[config.mk]
export PLATFORM = sky130hd
export DESIGN_NAME = apb_mem_ctrl
export DESIGN_NICKNAME = d
export VERILOG_FILES = /design/src/rtl/apb_pkg.sv /design/src/rtl/apb_mem_ctrl.sv
export SDC_FILE = /design/constraint.sdc
export NUM_CORES = 1
export LEC_CHECK = 0
export ABC_CLOCK_PERIOD_IN_PS = 3020
export BUFFER_PORTS_ARGS = -buffer_cell sky130_fd_sc_hd__buf_4
export CAP_MARGIN = 20
export CORE_MARGIN = 2
export CORE_UTILIZATION = 35
export CTS_CLUSTER_SIZE = 40
export DETAILED_ROUTE_END_ITERATION = 7
export GPL_ROUTABILITY_DRIVEN = 0
export PLACE_DENSITY = 0.75
export SLEW_MARGIN = 0
export SYNTH_ARGS = -nofsm -noshare
export SYNTH_HDL_FRONTEND = slang
export SYNTH_SLANG_ARGS = --single-unit
export TNS_END_PERCENT = 10
[constraint.sdc]
create_clock -name clk -period 3.02 [get_ports clk]
set_clock_uncertainty 0.15 [all_clocks]
set_input_delay 0.302 -clock clk [delete_from_list [all_inputs] [get_ports clk]]
set_output_delay 0.302 -clock clk [all_outputs]
set_load 0.1 [all_outputs]
[src/rtl/apb_pkg.sv]
// Shared definitions for the APB memory controller: FSM state encoding and
// default bus/memory geometry.
package apb_pkg;

    localparam int APB_DATA_WIDTH = 32;
    localparam int APB_MEM_WIDTH  = 8;
    localparam int APB_MEM_SIZE   = 256;
    localparam int APB_ADDR_WIDTH = 32;

    typedef enum logic [2:0] {
        ST_IDLE    = 3'd0,
        ST_WR_ACC  = 3'd1,
        ST_RD_WAIT = 3'd2,
        ST_RD_DONE = 3'd3,
        ST_ERR     = 3'd4
    } apb_state_e;

endpackage

[src/rtl/apb_mem_ctrl.sv]
// APB slave bridging to a byte-lane memory with one-cycle read latency.
// Writes complete with zero wait states, reads with one wait state.
module apb_mem_ctrl
    import apb_pkg::*;
#(
    parameter int DATA_WIDTH = APB_DATA_WIDTH,
    parameter int MEM_WIDTH  = APB_MEM_WIDTH,
    parameter int MEM_DEPTH  = DATA_WIDTH / MEM_WIDTH,
    parameter int MEM_SIZE   = APB_MEM_SIZE,
    parameter int ADDR_WIDTH = APB_ADDR_WIDTH
) (
    input  logic                        clk,
    input  logic                        rst,
    input  logic                        psel,
    input  logic                        penable,
    input  logic                        pwrite,
    input  logic [ADDR_WIDTH-1:0]       paddr,
    input  logic [DATA_WIDTH-1:0]       pwdata,
    input  logic [MEM_DEPTH-1:0]        pstrb,
    output logic                        pready,
    output logic [DATA_WIDTH-1:0]       prdata,
    output logic                        pslverr,
    output logic                        mem_wr,
    output logic                        mem_rd,
    output logic [MEM_DEPTH-1:0]        mem_be,
    output logic [$clog2(MEM_SIZE)-1:0] mem_address,
    output logic [DATA_WIDTH-1:0]       mem_data_in,
    input  logic [DATA_WIDTH-1:0]       mem_data_out
);

    localparam int AW = $clog2(MEM_SIZE);
    localparam logic [ADDR_WIDTH-1:0] MEM_SIZE_A = ADDR_WIDTH'(MEM_SIZE);

    apb_state_e            state_q, state_d;
    logic                  pready_q, pready_d;
    logic                  pslverr_q, pslverr_d;
    logic                  mem_wr_q, mem_wr_d;
    logic                  mem_rd_q, mem_rd_d;
    logic [MEM_DEPTH-1:0]  mem_be_q, mem_be_d;
    logic [AW-1:0]         mem_address_q, mem_address_d;
    logic [DATA_WIDTH-1:0] mem_data_in_q, mem_data_in_d;

    logic setup_s;
    logic addr_ok_s;

    assign setup_s   = psel && !penable;
    assign addr_ok_s = (paddr[1:0] == 2'b00) && ((paddr >> 2) < MEM_SIZE_A);

    // Next-state and next-output decode; memory strobes are one-cycle pulses.
    always_comb begin
        state_d       = state_q;
        pready_d      = 1'b0;
        pslverr_d     = 1'b0;
        mem_wr_d      = 1'b0;
        mem_rd_d      = 1'b0;
        mem_be_d      = {MEM_DEPTH{1'b0}};
        mem_address_d = mem_address_q;
        mem_data_in_d = mem_data_in_q;
        case (state_q)
            ST_IDLE: begin
                if (setup_s) begin
                    mem_address_d = paddr[AW+1:2];
                    if (!addr_ok_s) begin
                        state_d   = ST_ERR;
                        pready_d  = 1'b1;
                        pslverr_d = 1'b1;
                    end else if (pwrite) begin
                        state_d       = ST_WR_ACC;
                        pready_d      = 1'b1;
                        mem_wr_d      = 1'b1;
                        mem_be_d      = pstrb;
                        mem_data_in_d = pwdata;
                    end else begin
                        state_d  = ST_RD_WAIT;
                        mem_rd_d = 1'b1;
                        mem_be_d = {MEM_DEPTH{1'b1}};
                    end
                end else begin
                    state_d = ST_IDLE;
                end
            end
            ST_RD_WAIT: begin
                // A master that drops psel mid-read gets no completion.
                if (psel) begin
                    state_d  = ST_RD_DONE;
                    pready_d = 1'b1;
                end else begin
                    state_d = ST_IDLE;
                end
            end
            ST_WR_ACC:  state_d = ST_IDLE;
            ST_RD_DONE: state_d = ST_IDLE;
            ST_ERR:     state_d = ST_IDLE;
            default:    state_d = ST_IDLE;
        endcase
    end

    // State and registered outputs.
    always_ff @(posedge clk or posedge rst) begin
        if (rst) begin
            state_q       <= ST_IDLE;
            pready_q      <= 1'b0;
            pslverr_q     <= 1'b0;
            mem_wr_q      <= 1'b0;
            mem_rd_q      <= 1'b0;
            mem_be_q      <= {MEM_DEPTH{1'b0}};
            mem_address_q <= {AW{1'b0}};
            mem_data_in_q <= {DATA_WIDTH{1'b0}};
        end else begin
            state_q       <= state_d;
            pready_q      <= pready_d;
            pslverr_q     <= pslverr_d;
            mem_wr_q      <= mem_wr_d;
            mem_rd_q      <= mem_rd_d;
            mem_be_q      <= mem_be_d;
            mem_address_q <= mem_address_d;
            mem_data_in_q <= mem_data_in_d;
        end
    end

    assign pready      = pready_q;
    assign pslverr     = pslverr_q;
    assign mem_wr      = mem_wr_q;
    assign mem_rd      = mem_rd_q;
    assign mem_be      = mem_be_q;
    assign mem_address = mem_address_q;
    assign mem_data_in = mem_data_in_q;

    // Memory data arrives a cycle after mem_rd, so it is passed straight through in RD_DONE.
    assign prdata = (state_q == ST_RD_DONE) ? mem_data_out : {DATA_WIDTH{1'b0}};

endmodule

==> results of run 1 <==
-- final timing paths --
check                                      startpoint  depth (start not counted)  slack, ns                     endpoint
min in group asynchronous                         rst                          3       0.30  mem_data_in[23]$_DFFE_PP0P_
max                              state_q[2]$_DFF_PP0_                          3       0.58                   prdata[23]
max reg2reg                      state_q[1]$_DFF_PP0_                          5       0.78   mem_data_in[2]$_DFFE_PP0P_
min                                          paddr[4]                          3       0.04   mem_address[2]$_DFFE_PP0P_
max in group asynchronous                         rst                          4       1.94   mem_address[7]$_DFFE_PP0P_
min reg2reg                mem_address[2]$_DFFE_PP0P_                          2       0.33   mem_address[2]$_DFFE_PP0P_
-- stage by stage --
step | worst slack [ns] | utilization | cell area (µm²) | hold WS [ns]
after floorplan | 0.971 | - | 2310 | 0.257
after global placement | 0.694 | 0.588 | 3730 | 0.309
after detailed placement | 0.659 | 0.588 | 3730 | 0.314
after CTS | 0.581 | 0.606 | 3850 | 0.0199
after global routing | 0.413 | 0.611 | 3880 | 0.0316
final | 0.584 | 0.611 | 3880 | 0.0371
-- worst min-delay path: stages --
cell and delay [ns]:
buf_4 0.08, nand2_1 0.04, nand2_1 0.04
-- cell usage after synthesis --
cell type / number / area share
mux2_2: 3 / 0.015
nor2_2: 1 / 0.0027
nor2_1: 2 / 0.0033
clkbuf_1: 5 / 0.0081
o21ai_0: 1 / 0.0022
a21oi_1: 4 / 0.0087
and4_1: 1 / 0.0038
or4_1: 2 / 0.0065
nor3b_1: 1 / 0.0033
nand3_1: 1 / 0.0022
buf_2: 1 / 0.0022
and2_1: 34 / 0.092
a22oi_1: 1 / 0.0033
nand2_1: 26 / 0.042
nand3b_1: 1 / 0.0033
inv_1: 5 / 0.0081
nor3_1: 1 / 0.0022
and3_1: 2 / 0.0054
buf_6: 3 / 0.015
mux2_4: 29 / 0.19
nor4_1: 4 / 0.011
and3b_1: 1 / 0.0038
dfrtp_1: 51 / 0.55
nand4_4: 1 / 0.0092
nor2b_1: 2 / 0.0054
-- cells by family after synthesis --
logic type             share of synthesized area
AO/OA/AOI/OAI                             0.0141
buffers and inverters                     0.0331
flip-flops                                 0.553
multiplexers                               0.203
AND/OR/NAND/NOR                            0.196
-- sequential cells by signal, summed over array words and instances, names as in the netlist --
register     flops
mem_data_in     32
mem_address      8
mem_be           4
state_q          3
mem_rd           1
mem_wr           1
pready           1
pslverr          1
-- layer usage --
layer,part of all wire,vias up,global-route usage
met1,0.43,936,0.240
met4,0.0042,0,0.0332
met5,0,-,0
li1,-,971,-
met3,0.064,4,0.0399
met2,0.50,77,0.278
-- area by class of cell --
| type | instances | area [µm²] |
|---|---|---|
| fill | 532 | 2470 |
| timing repair buffer | 187 | 1420 |
| sequential | 51 | 1280 |
| multi-input combinational | 118 | 955 |
| tap | 77 | 96.3 |
| clock buffer | 5 | 68.8 |
| clock inverter | 3 | 46.3 |
| inverter | 5 | 18.8 |
-- where the power goes --
part	switching [mW]	leakage (nW)	internal [mW]
logic	0.190	1.51	0.121
registers	0.0101	0.698	0.701
clock network	0.231	0.0548	0.250
==> reports/metrics.cfg, run 1 <==
[run_status]
status=finished, final reports clean

[final_layout]
final_cell_mix=buf_4, dfrtp_1, and2_1, mux2_4, nand2_1
area_delta_synth_final_pct=68.2
fin_cells=446
nets=473
drive_above_1_share=0.621
antenna_cells=0
final_common_cell=buf_4

[setup_path]
cp_num_buf_inv=1
crit_required_ns=2.57
crit_fanout=32
critPathTopFamily=simple AND/OR/NAND/NOR gates
crit_arrival_ns=1.98
start_kind=register
slowest_stage=and3b_1
end_kind=output port
path_cells=and3b_1 > and2_1 > buf_4
max_stage_delay_ns=0.72
worstSetupPathType=register to output port

[place]
dp_cells=436
port_buffers=184
post-dp-hpwl_um=5010

[sta]
finalMaxSlewViolations=0
fmaxAchievable_ghz=0.410
rsz0062_at_grt=false
setup_violations=0
tns_ns=0
worstMarginPinSlew_ns=0.766
fin_crit_sh=0.807
finalHoldViolCount=0
layout_min_cycle_time_ns=2.44
max_slew_margin=0.489

[floorplan]
fp.dieW_um=85.2
chipHeight_um=85.2
start_util=0.363
core_area_um2=6350
die-area_um2=7260
num_io_pins=185
num_rows=29

[drt]
drc=0
avgRoutedWirePerCell_um=14.4
drt-pass1-iter-count=4
vias=1988
avgViaCountPerCell=4.46
drt_iter0_markers=76
drt_wl_total_um=6410
postRouteAntennaNets=0

[yosys]
synth_area_per_cell_um2=12.6
seq_area_frac_synth=0.553
synth.distinct_cells=25
synth.cell_area_um2=2310
yosysWarnings=0
synth_nets=288
synth_seq_cells=51
netlist_instances=183

[global_route]
grt_pass1_wl_um=9990
grt_max_degree=52
antenna_found_initial=0
grt_overflow=0
grt_pass1_vias=2027
gr-usage-all-layers=0.172

[cts]
post_cts_resized=0
cts_made_buffers=5
cts_tree=done
cts_hold_buf=0
clockBufferDepth=2
h-tree-depth=2
cts_root_buffer=clkbuf_8
worstSkewPairLatency_ns=0.30
clock_sinks=51
cts_setup_buffers=0
path_clk_slew_ns=0.09

[flow_run]
drv_cap=0

[power_and_ir_drop]
finalPower_mw=1.50
vdd_drop_max_mv=0.323
leakagePower_nw=2.27
p_per_area_nw_per_um2=387

[hold_path]
hp-class=input pin to register

Power figures use the tool's default switching activity.
==> run 2, diff against run 1 <==
ABC_CLOCK_PERIOD_IN_PS = 2200   (was 3020)
PLACE_DENSITY = 0.78   (was 0.75)
clock period = 2.2 ns   (was 3.02 ns; I/O delays follow)
==> run 2 against run 1 <==
  * Worst setup slack got worse by 0.41 ns
  * Register-to-register slack got worse by 0.53 ns
  * Sequential cell count stayed put
  * Total power up 35%
  * Worst hold slack worse by 0.024 ns
  * Critical path depth increased by 1
  * Global-route usage is 2.8 points higher
  * Design area grew 11%
  * Combinational power grew 59%
  * Sequential share of layout area is 3.3 points lower
  * Sequential power grew 38%
  * Critical path type unchanged
==> reports/metrics.cfg, run 2 (synthesized netlist as in run 1, its figures left out) <==
[run_status]
status=finished, final reports clean

[global_route]
globalRouteMet1Util=0.238  ; -0.00166
grt_use_met2=0.368  ; +0.0895
grt_max_degree=52  ; unchanged
antenna_found_initial=0  ; unchanged
met3_usage=0.0457  ; +0.00584
top_usage_layer=met2
grt_overflow=0  ; unchanged
grt_pass1_vias=2277  ; +12%
grt_pass1_wl_um=11400  ; +15%
gr-usage-all-layers=0.201  ; +0.0283

[hold_path]
hp-class=input pin to register

[sta]
worstMarginPinSlew_ns=0.610  ; -0.156 ns
rsz0062_at_grt=false
finalMaxSlewViolations=0  ; unchanged
fmaxAchievable_ghz=0.492
max_slew_margin=0.593  ; +0.104
setup_violations=0  ; unchanged
tns_ns=0  ; unchanged
layout_min_cycle_time_ns=2.03
finalHoldViolCount=0  ; unchanged
fin_crit_sh=0.923

[place]
port_buffers=184  ; unchanged
post-dp-hpwl_um=5140  ; +2.6%

[cts]
cts_root_buffer=clkbuf_8
clockBufferDepth=2  ; unchanged
path_clk_slew_ns=0.09  ; about the same
cts_tree=done
post_cts_resized=0  ; unchanged
h-tree-depth=2  ; unchanged
cts_made_buffers=5  ; unchanged
clock_sinks=51  ; unchanged
worstSkewPairLatency_ns=0.30  ; about the same

[floorplan]
core_area_um2=6350  ; unchanged
chipHeight_um=85.2  ; unchanged
num_rows=29  ; unchanged
start_util=0.363  ; unchanged
num_io_pins=185  ; unchanged
die-area_um2=7260  ; unchanged
fp.dieW_um=85.2  ; unchanged

[drt]
drt-pass1-iter-count=4  ; unchanged
avgViaCountPerCell=4.44  ; -0.32%
drt_iter0_markers=72  ; -5.3%
avgRoutedWirePerCell_um=15.0  ; +4.5%
postRouteAntennaNets=0  ; unchanged
drc=0  ; unchanged
vias=2186  ; +10%
drt_wl_total_um=7400  ; +15%

[final_layout]
antenna_cells=0  ; unchanged
largest_register_ffs=32  ; unchanged
final_cell_mix=buf_4, dfrtp_1, dlygate4sd3_1, and2_1, mux2_4
area_delta_synth_final_pct=87.0
nets=519  ; +9.7%
final_common_cell=buf_4
drive_above_1_share=0.559  ; -0.0616

[setup_path]
crit_required_ns=1.83  ; -0.74 ns
crit_arrival_ns=1.66  ; -0.32 ns
start_kind=register
end_kind=output port
worstSetupPathType=register to output port
crit_fanout=32  ; unchanged

[flow_run]
drv_cap=0  ; unchanged

[power_and_ir_drop]
leakagePower_nw=2.46  ; +8.5%
vdd_drop_max_mv=0.540  ; +67%
finalPower_mw=2.03  ; +35%
p_per_area_nw_per_um2=471  ; +22%

==> run 2: cell count changes in the layout (fill, tap and decap cells not counted) <==
cell	change
clkinv_4	+2
inv_6	-1
inv_8	+1
clkinvlp_4	-1
buf_4	+3
bufinv_16	-1
dlygate4sd3_1	+43
==> run 2: timing repair <==
item | 4_1_cts | 5_1_grt
hold endpoints to repair | 92 | 2
buffers inserted | 0 | 0
endpoints found under the setup margin | 0 | 0
hold buffers | 42 | 2
==> run 2: path summary, 6_finish.rpt <==
path,cells after the start,startpoint,slack (ns),to
setup / recovery,4,state_q[2]$_DFF_PP0_,0.17,prdata[30]
hold / removal,3,pstrb[3],0.01,mem_be[3]$_DFF_PP0_
setup reg to reg,5,state_q[1]$_DFF_PP0_,0.25,mem_data_in[8]$_DFFE_PP0P_
hold reg to reg,2,mem_address[3]$_DFFE_PP0P_,0.33,mem_address[3]$_DFFE_PP0P_
max in group asynchronous,4,rst,0.97,pready$_DFF_PP0_
min in group asynchronous,4,rst,0.50,mem_data_in[13]$_DFFE_PP0P_
==> run 2: layout make-up <==
type / instances / area (µm²)
clock buffers: 5 / 68.8
clock inverters: 3 / 28.8
repair buffers: 233 / 1870
multi-input cells: 118 / 955
well taps: 77 / 96.3
inverters: 5 / 18.8
fillers: 492 / 2030
flip-flops and latches: 51 / 1280
==> run 2: per-stage QoR <==
step           worst slack [ns]  utilization  instance area (µm²)  std cells  hold slack [ns]
2_1_floorplan             0.233            -                 2310        183            0.175
3_3_place_gp              0.150        0.595                 3780        440            0.263
3_5_place_dp              0.118        0.595                 3780        440            0.267
4_1_cts                   0.173        0.676                 4300        490          0.00124
5_1_grt                  0.0868        0.680                 4320        492           0.0109
6_report                  0.169        0.680                 4320        492           0.0133
==> run 2: worst max-delay path, stage by stage (launching register included) <==
cell and delay, ns:
dfrtp_1 0.40, and3b_1 0.21, buf_4 0.24, and2_1 0.20, buf_4 0.30
==> run 2: power by group <==
part	switching [mW]	leakage [nW]	total (mW)	internal [mW]
sequential	0.0158	0.698	0.978	0.962
clock	0.326	0.0502	0.562	0.236
combinational	0.279	1.71	0.494	0.215
==> run 2: per-layer routing <==
metal,vias up,share of wire,routed length [µm]
met3,8,0.055,408
met4,0,0.012,87
li1,1063,-,-
met1,1036,0.40,2960
met2,79,0.53,3950
met5,-,0,0
